<file path="src/rtl/fft_frame_buffer.sv">
// ============================================================================
// Module  : fft_frame_buffer
// Brief   : Serial-to-parallel 8-sample double-buffered frame builder for an
//           8-point FFT. Define FRAME_OVERLAP_EN for 50% frame overlap.
// Revision: 1.0 - initial release
// ============================================================================
`default_nettype none

module fft_frame_buffer #(
  parameter int DATA_W = 12
) (
  input  logic              clk,
  input  logic              rst,
  input  logic [DATA_W-1:0] sample_in,
  input  logic              sample_valid,
  input  logic              frame_ready,
  output logic [DATA_W-1:0] x_0,
  output logic [DATA_W-1:0] x_1,
  output logic [DATA_W-1:0] x_2,
  output logic [DATA_W-1:0] x_3,
  output logic [DATA_W-1:0] x_4,
  output logic [DATA_W-1:0] x_5,
  output logic [DATA_W-1:0] x_6,
  output logic [DATA_W-1:0] x_7,
  output logic              frame_valid,
  output logic              overrun
);

  typedef enum logic [0:0] {
    S_EMPTY = 1'b0,
    S_FULL  = 1'b1
  } state_t;

  state_t            r_state;
  logic [DATA_W-1:0] r_cap      [8];
  logic [DATA_W-1:0] w_cap_next [8];
  logic [DATA_W-1:0] r_x        [8];
  logic [2:0]        r_cnt;
  logic              r_frame_valid;
  logic              r_overrun;
  logic              w_complete;
  logic              w_load;

  // Index 0 holds the oldest sample; the incoming sample lands at index 7.
  always_comb begin
    for (int i = 0; i < 7; i++) begin
      w_cap_next[i] = r_cap[i+1];
    end
    w_cap_next[7] = sample_in;
  end

`ifdef FRAME_OVERLAP_EN
  // Set once the first full frame after reset has been seen, enabling the
  // mid-frame completion point.
  logic r_primed;
  assign w_complete = sample_valid &&
                      ((r_cnt == 3'd7) || (r_primed && (r_cnt == 3'd3)));
`else
  assign w_complete = sample_valid && (r_cnt == 3'd7);
`endif

  assign w_load = w_complete && ((r_state == S_EMPTY) || frame_ready);

  always_ff @(posedge clk) begin
    if (rst) begin
      r_state       <= S_EMPTY;
      r_cnt         <= 3'd0;
      r_frame_valid <= 1'b0;
      r_overrun     <= 1'b0;
      for (int i = 0; i < 8; i++) begin
        r_cap[i] <= '0;
        r_x[i]   <= '0;
      end
`ifdef FRAME_OVERLAP_EN
      r_primed      <= 1'b0;
`endif
    end else begin
      if (sample_valid) begin
        r_cap <= w_cap_next;
        r_cnt <= r_cnt + 3'd1;
`ifdef FRAME_OVERLAP_EN
        if (r_cnt == 3'd7) begin
          r_primed <= 1'b1;
        end
`endif
      end

      if (w_load) begin
        r_x <= w_cap_next;
      end

      case (r_state)
        S_EMPTY: begin
          if (w_complete) begin
            r_state       <= S_FULL;
            r_frame_valid <= 1'b1;
          end
        end
        S_FULL: begin
          // A frame completing while the previous one is unaccepted is lost.
          if (w_complete && !frame_ready) begin
            r_overrun <= 1'b1;
          end else if (frame_ready && !w_complete) begin
            r_state       <= S_EMPTY;
            r_frame_valid <= 1'b0;
          end
        end
        default: begin
          r_state       <= S_EMPTY;
          r_frame_valid <= 1'b0;
        end
      endcase
    end
  end

  assign x_0         = r_x[0];
  assign x_1         = r_x[1];
  assign x_2         = r_x[2];
  assign x_3         = r_x[3];
  assign x_4         = r_x[4];
  assign x_5         = r_x[5];
  assign x_6         = r_x[6];
  assign x_7         = r_x[7];
  assign frame_valid = r_frame_valid;
  assign overrun     = r_overrun;

endmodule

`default_nettype wire

</file>
<file path="config.mk">
export PLATFORM = sky130hd
export DESIGN_NAME = fft_frame_buffer
export DESIGN_NICKNAME = d
export VERILOG_FILES = /design/src/rtl/fft_frame_buffer.sv
export SDC_FILE = /design/constraint.sdc
export NUM_CORES = 1
export LEC_CHECK = 0
export BUFFER_PORTS_ARGS = -buffer_cell sky130_fd_sc_hd__buf_2
export CAP_MARGIN = 20
export CORE_ASPECT_RATIO = 1.75
export CORE_MARGIN = 1.5
export CORE_UTILIZATION = 51
export CTS_CLUSTER_SIZE = 24
export DETAILED_ROUTE_END_ITERATION = 12
export PLACE_DENSITY = 0.74
export SETUP_SLACK_MARGIN = 0.3
export SLEW_MARGIN = 40
export SYNTH_ARGS = -nofsm -noshare
export SYNTH_HDL_FRONTEND = slang
export SYNTH_SLANG_ARGS = --single-unit
</file>
<file path="constraint.sdc">
create_clock -name clk -period 1.6 [get_ports clk]
set_clock_uncertainty 0.1 [all_clocks]
set_input_delay 0.08 -clock clk [delete_from_list [all_inputs] [get_ports clk]]
set_output_delay 0.08 -clock clk [all_outputs]
set_load 0.005 [all_outputs]
</file>
-- Word-level counts from Yosys, hierarchy flattened
Index checks and enable logic that the tools add are counted.
- bits of input ports: 16
- flip-flop bits (word level): 186
- logic and storage cells: 42
- multiplexer cells: 8
- reduce and logical (&&, ||, !) cells: 9
- eq/ne operators: 4
- bitwise operators: 1
- add/sub/neg operators: 1
- operator list (cell ; count):
    $mux 1 ; 6
    $logic_and 1x1->1 ; 4
    $ne 2x2->1 const B ; 2
    $pmux 1 s2 ; 2
    $add 3x1->3 const B ; 1
    $eq 3x3->1 const B ; 1
    $reduce_and 3->1 ; 1
    $logic_not 1->1 ; 2
    $ne 2x1->1 const B ; 1
    $reduce_and 2->1 ; 1
    $logic_or 1x1->1 ; 1
    $not 1->1 ; 1

-- Depth between registers and ports, before layout
- word-level depth: 7
- depth in mapped cells: 7
- mapped depth without buffers: 5

-- Least setup slack after synthesis
OpenSTA, ideal clock, no wires.
- path type: register to register
- start point: register r_cnt[0]
- end point: register r_x, in the netlist x_0[0]
- cell stages (with the launch flop): 8
- slack: 0.053 ns
- data arrival time: 1.375 ns
- library setup time: 0.072 ns
- buffers on the path: 2
- cell sequence: dfxtp_1 -> ha_1 -> ha_1 -> nand2_1 -> nor2_4 -> buf_6 -> buf_6 -> mux2i_1
- cells in the longest elaborated chain, start to end: 3
- RTL lines (item ; line ; text):
    start: declaration ; 38 ; logic [2:0] r_cnt;
    start signal: assignment ; 80 ; r_cnt <= r_cnt + 3'd1;
    $eq 3x3->1 ; 59 ; assign w_complete = sample_valid && (r_cnt == 3'd7);
    $logic_and 1x1->1 ; 59 ;
    $logic_and 1x1->1 ; 62 ; assign w_load = w_complete && ((r_state == S_EMPTY) || frame_ready);
    end signal: assignment ; 89 ; r_x <= w_cap_next;
    end: declaration ; 37 ; logic [DATA_W-1:0] r_x [8];
No other way between the ends.
A chain may end at the register's enable or synchronous reset.

-- Worst setup path after layout
- start point: register r_cnt[1]
- end point: register r_x, in the netlist x_6[3]
Same word-level chain as after synthesis.

==> results.md <==
- Status: finished clean
- Critical path endpoint: x_6[3]$_SDFFE_PP0P_
- DR vias: 5,219
- Internal Power: 0.00749 W
- RePlAce Congestion: 0.776
- Syn Std Cell Area: around 7400 um2
- Rel. slew slack: 45.6%
- Critical path startpoint: r_cnt[1]$_SDFFE_PP0P_
- Clock power share: approximately 47%
- Post-Layout Cell Count: 1,026
- Finish-stage setup viols: 0
- Placed Instance Area: 8180 um2
- Vias in the first global route: ~5,300
- Fillers: 1,104
- Critical hold path startpoint: sample_valid
- Post-Layout Inst Area: 9230 um2
- Total power: 0.00962 W
- Synth top area cells: dfxtp_1 50%, mux2i_1 24%, nand2b_1 16%
- Rows: slightly below 60
- Vert. Die Dim: 163 um
- R2R depth: 7
- Synthesized Nets: 730
- DR vias/cell: 5.09
- CP arrival: about 1.8 ns
- PortBufs: 113
- Clk_lat worst skew: 0.43 ns
- Clock sinks: ~190
- Sequential Area: about 3700 um2
- Reg2reg end: x_6[3]$_SDFFE_PP0P_
- Synth area leader: dfxtp_1
- Most used cell, CP: ha_4
- Comb pwr share: 4.5%
- Starting Density: 52.1%
- Hold_buf cts: 14
- Inserted Clock Buffers: 17
- Sequential-to-total area share from yosys stat: 50.0%
- Post-synthesis compound-gate area fraction: 0.269%
- Tot GR Track Use: 23.2%
- Area of the multi-input gates: between 3000 and 4000 um2
- Simple-gate share of the synthesized area: a little over a fifth
- Nets: 851
- Final Cycle Share: a little over nine tenths
- Drt first pass iters: 4
- Initial antenna violation count: 0
- CTS root buffer: clkbuf_16
- Core Region: 14,300 um2
- Syn Area/Cell: 10.5 um2
- Crit path kind: flop to flop
- RSZ-0062 raised after global routing: true
- Layout cells sized above 1: a little over a fifth
- Net load switching power: 0.00213 W
- CTS tree: done
- Fin Hold WS: 0.000465 ns
- Global-route wire length before repair: 27,100 um
- Worst Max-Slew Pin Slew: 0.815 ns
- Cells after DPL: 968
- Mux cell area share after synthesis: 24.5%
- FMAX: approximately 640 MHz
- Total I/O pin count: 114
- Crit path cell chain: ha_4, ha_4, nand2_4, nor2_4, buf_12, clkbuf_16, mux2i_1
- Post-synthesis register bit count: 186
- Main combinational cell family by area after synthesis: multiplexers
- Final ANT Viol Nets: 0
- Element type at the critical path start: flop
- Final WL: between 15,000 and 20,000 um
- Largest net degree at the start of global routing: 61
- CTS HTree Levels: 4
- DR DRC count: 0
- Worst setup EP type: flop
- Worst min-delay path class: input port to flop
- Routed wire length per instance: 17.0 um
- Final Max Slew Viols: 0
- CP max stage delay: 0.35 ns
- Worst-path maximum fanout: 11
- Yosys warnings: 0
- Flop2flop setup slack: 0.03 ns
- Initial drt markers: between 200 and 250
- Switching part of the total: 22.1%
- Min cycle time layout: around 1.6 ns
- Hold Vio Cnt, Final: 0
- Area grow syn2layout: 23.9%
- Static Leak: roughly 3.8 nW
- Pwr/cell area: 1040 nW/um2
- Max-Cap Viols: 0
- Reg-to-Reg Start: r_cnt[1]$_SDFFE_PP0P_
- CP max stage cell: dfxtp_2
- DPL Wire Length: 10,900 um
- Chip width: roughly 94 um
- Synth Area in Adders: 0.336%
- Post-synthesis cell type count: 17
- Post-layout util: 64.5%
- Maximum clock insertion buffer count: 2
- Global route total overflow: 0
- Share of the synthesized area in the top cell type: 50.0%
- DIE AREA: 15,400 um2
- Reg clk slew, reported paths: approximately 0.070 ns
- Post-synthesis xor/xnor area fraction: less than 1%
- Flop pwr share: 49.0%
- Synthesized instance count: 712
- Diode count: 0
- VDD IR-drop max: a little under 0.0007 V
- Critical Path RT: between 1.5 and 2 ns
-- cell usage in the layout, fill, tap and decap left out, drive strengths merged --
master / instances
xnor2: 1
dlymetal6s4s: 1
nand2b: 192
clkinvlp: 1
buf: 136
nor2: 90
clkbuf: 22
clkinv: 2
a31oi: 1
mux2i: 182
nand2: 3
a21oi: 1
a221oi: 1
bufinv: 3
and2b: 1
ha: 2
dfxtp: 186
dlygate4sd3: 13
inv: 8
-- area by class of cell --
cell class	count	share of cell area, %
clock inverters	13	1.94
repair buffers	153	12.7
clock buffers	19	4.91
inverters	1	0.0407
well taps	180	2.44
flip-flops and latches	186	40.4
multi-input cells	474	37.6
-- critical path, delay by kind of cell, from the launching register on --
family,cells,cell delay [ns]
buffers and inverters,2,0.41
adders and majority gates,2,0.28
DFF,1,0.35
muxes,1,0.19
and+or+nand+nor,2,0.16
-- registers in the layout, indices dropped and copies added (netlist names) --
register / flops
frame_valid: 1
overrun: 1
r_cap: 84
r_cnt: 3
r_state: 1
x_0: 12
x_1: 12
x_2: 12
x_3: 12
x_4: 12
x_5: 12
x_6: 12
x_7: 12
-- routing by layer --
metal	vias to the layer above	part of all wire (%)	GRT usage, %
met3	37	3.3	5.00
met1	2489	38	24.4
met2	117	54	41.8
met4	0	4.1	13.2
li1	2576	-	-
met5	-	0	0
-- logic make-up (layout without fill, tap and decap cells) --
logic type,after synthesis,in the layout
and+or+nand+nor,286,286
xor gates and xnor gates,1,1
adders and majority gates,2,2
buffers and inverters,52,186
DFF,186,186
AOI/OAI and AO/OA,3,3
muxes,182,182
-- per-stage QoR --
stage	worst slack [ns]	TNS, ns
5_1_grt	-0.0359	-0.529
4_1_cts	0.0187	0
3_3_place_gp	0.0119	0
2_1_floorplan	0.128	0
3_5_place_dp	-0.0528	-1.02
6_report	0.0262	0
-- power by group through the flow --
stage                     registers [W]  logic [W]  clock network [W]
final                           0.00472   0.000429            0.00447
after floorplan                 0.00480   0.000310                  0
after global routing            0.00472   0.000464            0.00474
after global placement          0.00482   0.000388                  0
after CTS                       0.00472   0.000429            0.00452
after detailed placement        0.00482   0.000396                  0
-- worst min-delay path by stage --
stage,endpoint,slack (ns),cells past startpoint
CTS,frame_valid$_SDFFE_PP0P_,-0.10,3
global route,frame_valid$_SDFFE_PP0P_,-0.009,4
finish,frame_valid$_SDFFE_PP0P_,0.0005,4
floorplan,r_cap[0]$_SDFFE_PP0P_,0.13,2
global placement,r_cap[10]$_SDFFE_PP0P_,0.24,3
detailed placement,r_cap[4]$_SDFFE_PP0P_,0.24,3
-- repair_timing --
action / 4_1_cts / 5_1_grt
gates cloned: 5 / 3
endpoints found under the setup margin: 96 / 113
hold endpoints to repair: 42 / 1
pin swaps: 1 / 0
setup buffers: 2 / 2
resized for setup: 7 / 1
-- Yosys cell counts --
library cell,number
a31oi_1,1
ha_1,2
inv_1,1
a21oi_1,1
buf_2,18
buf_4,7
nand2b_1,192
and2b_1,1
clkbuf_1,21
a221oi_1,1
dfxtp_1,186
mux2i_1,182
buf_6,5
nor2_1,89
nand2_1,3
nor2_4,1
xnor2_1,1
Note: power is estimated with default switching activity, not from simulation.
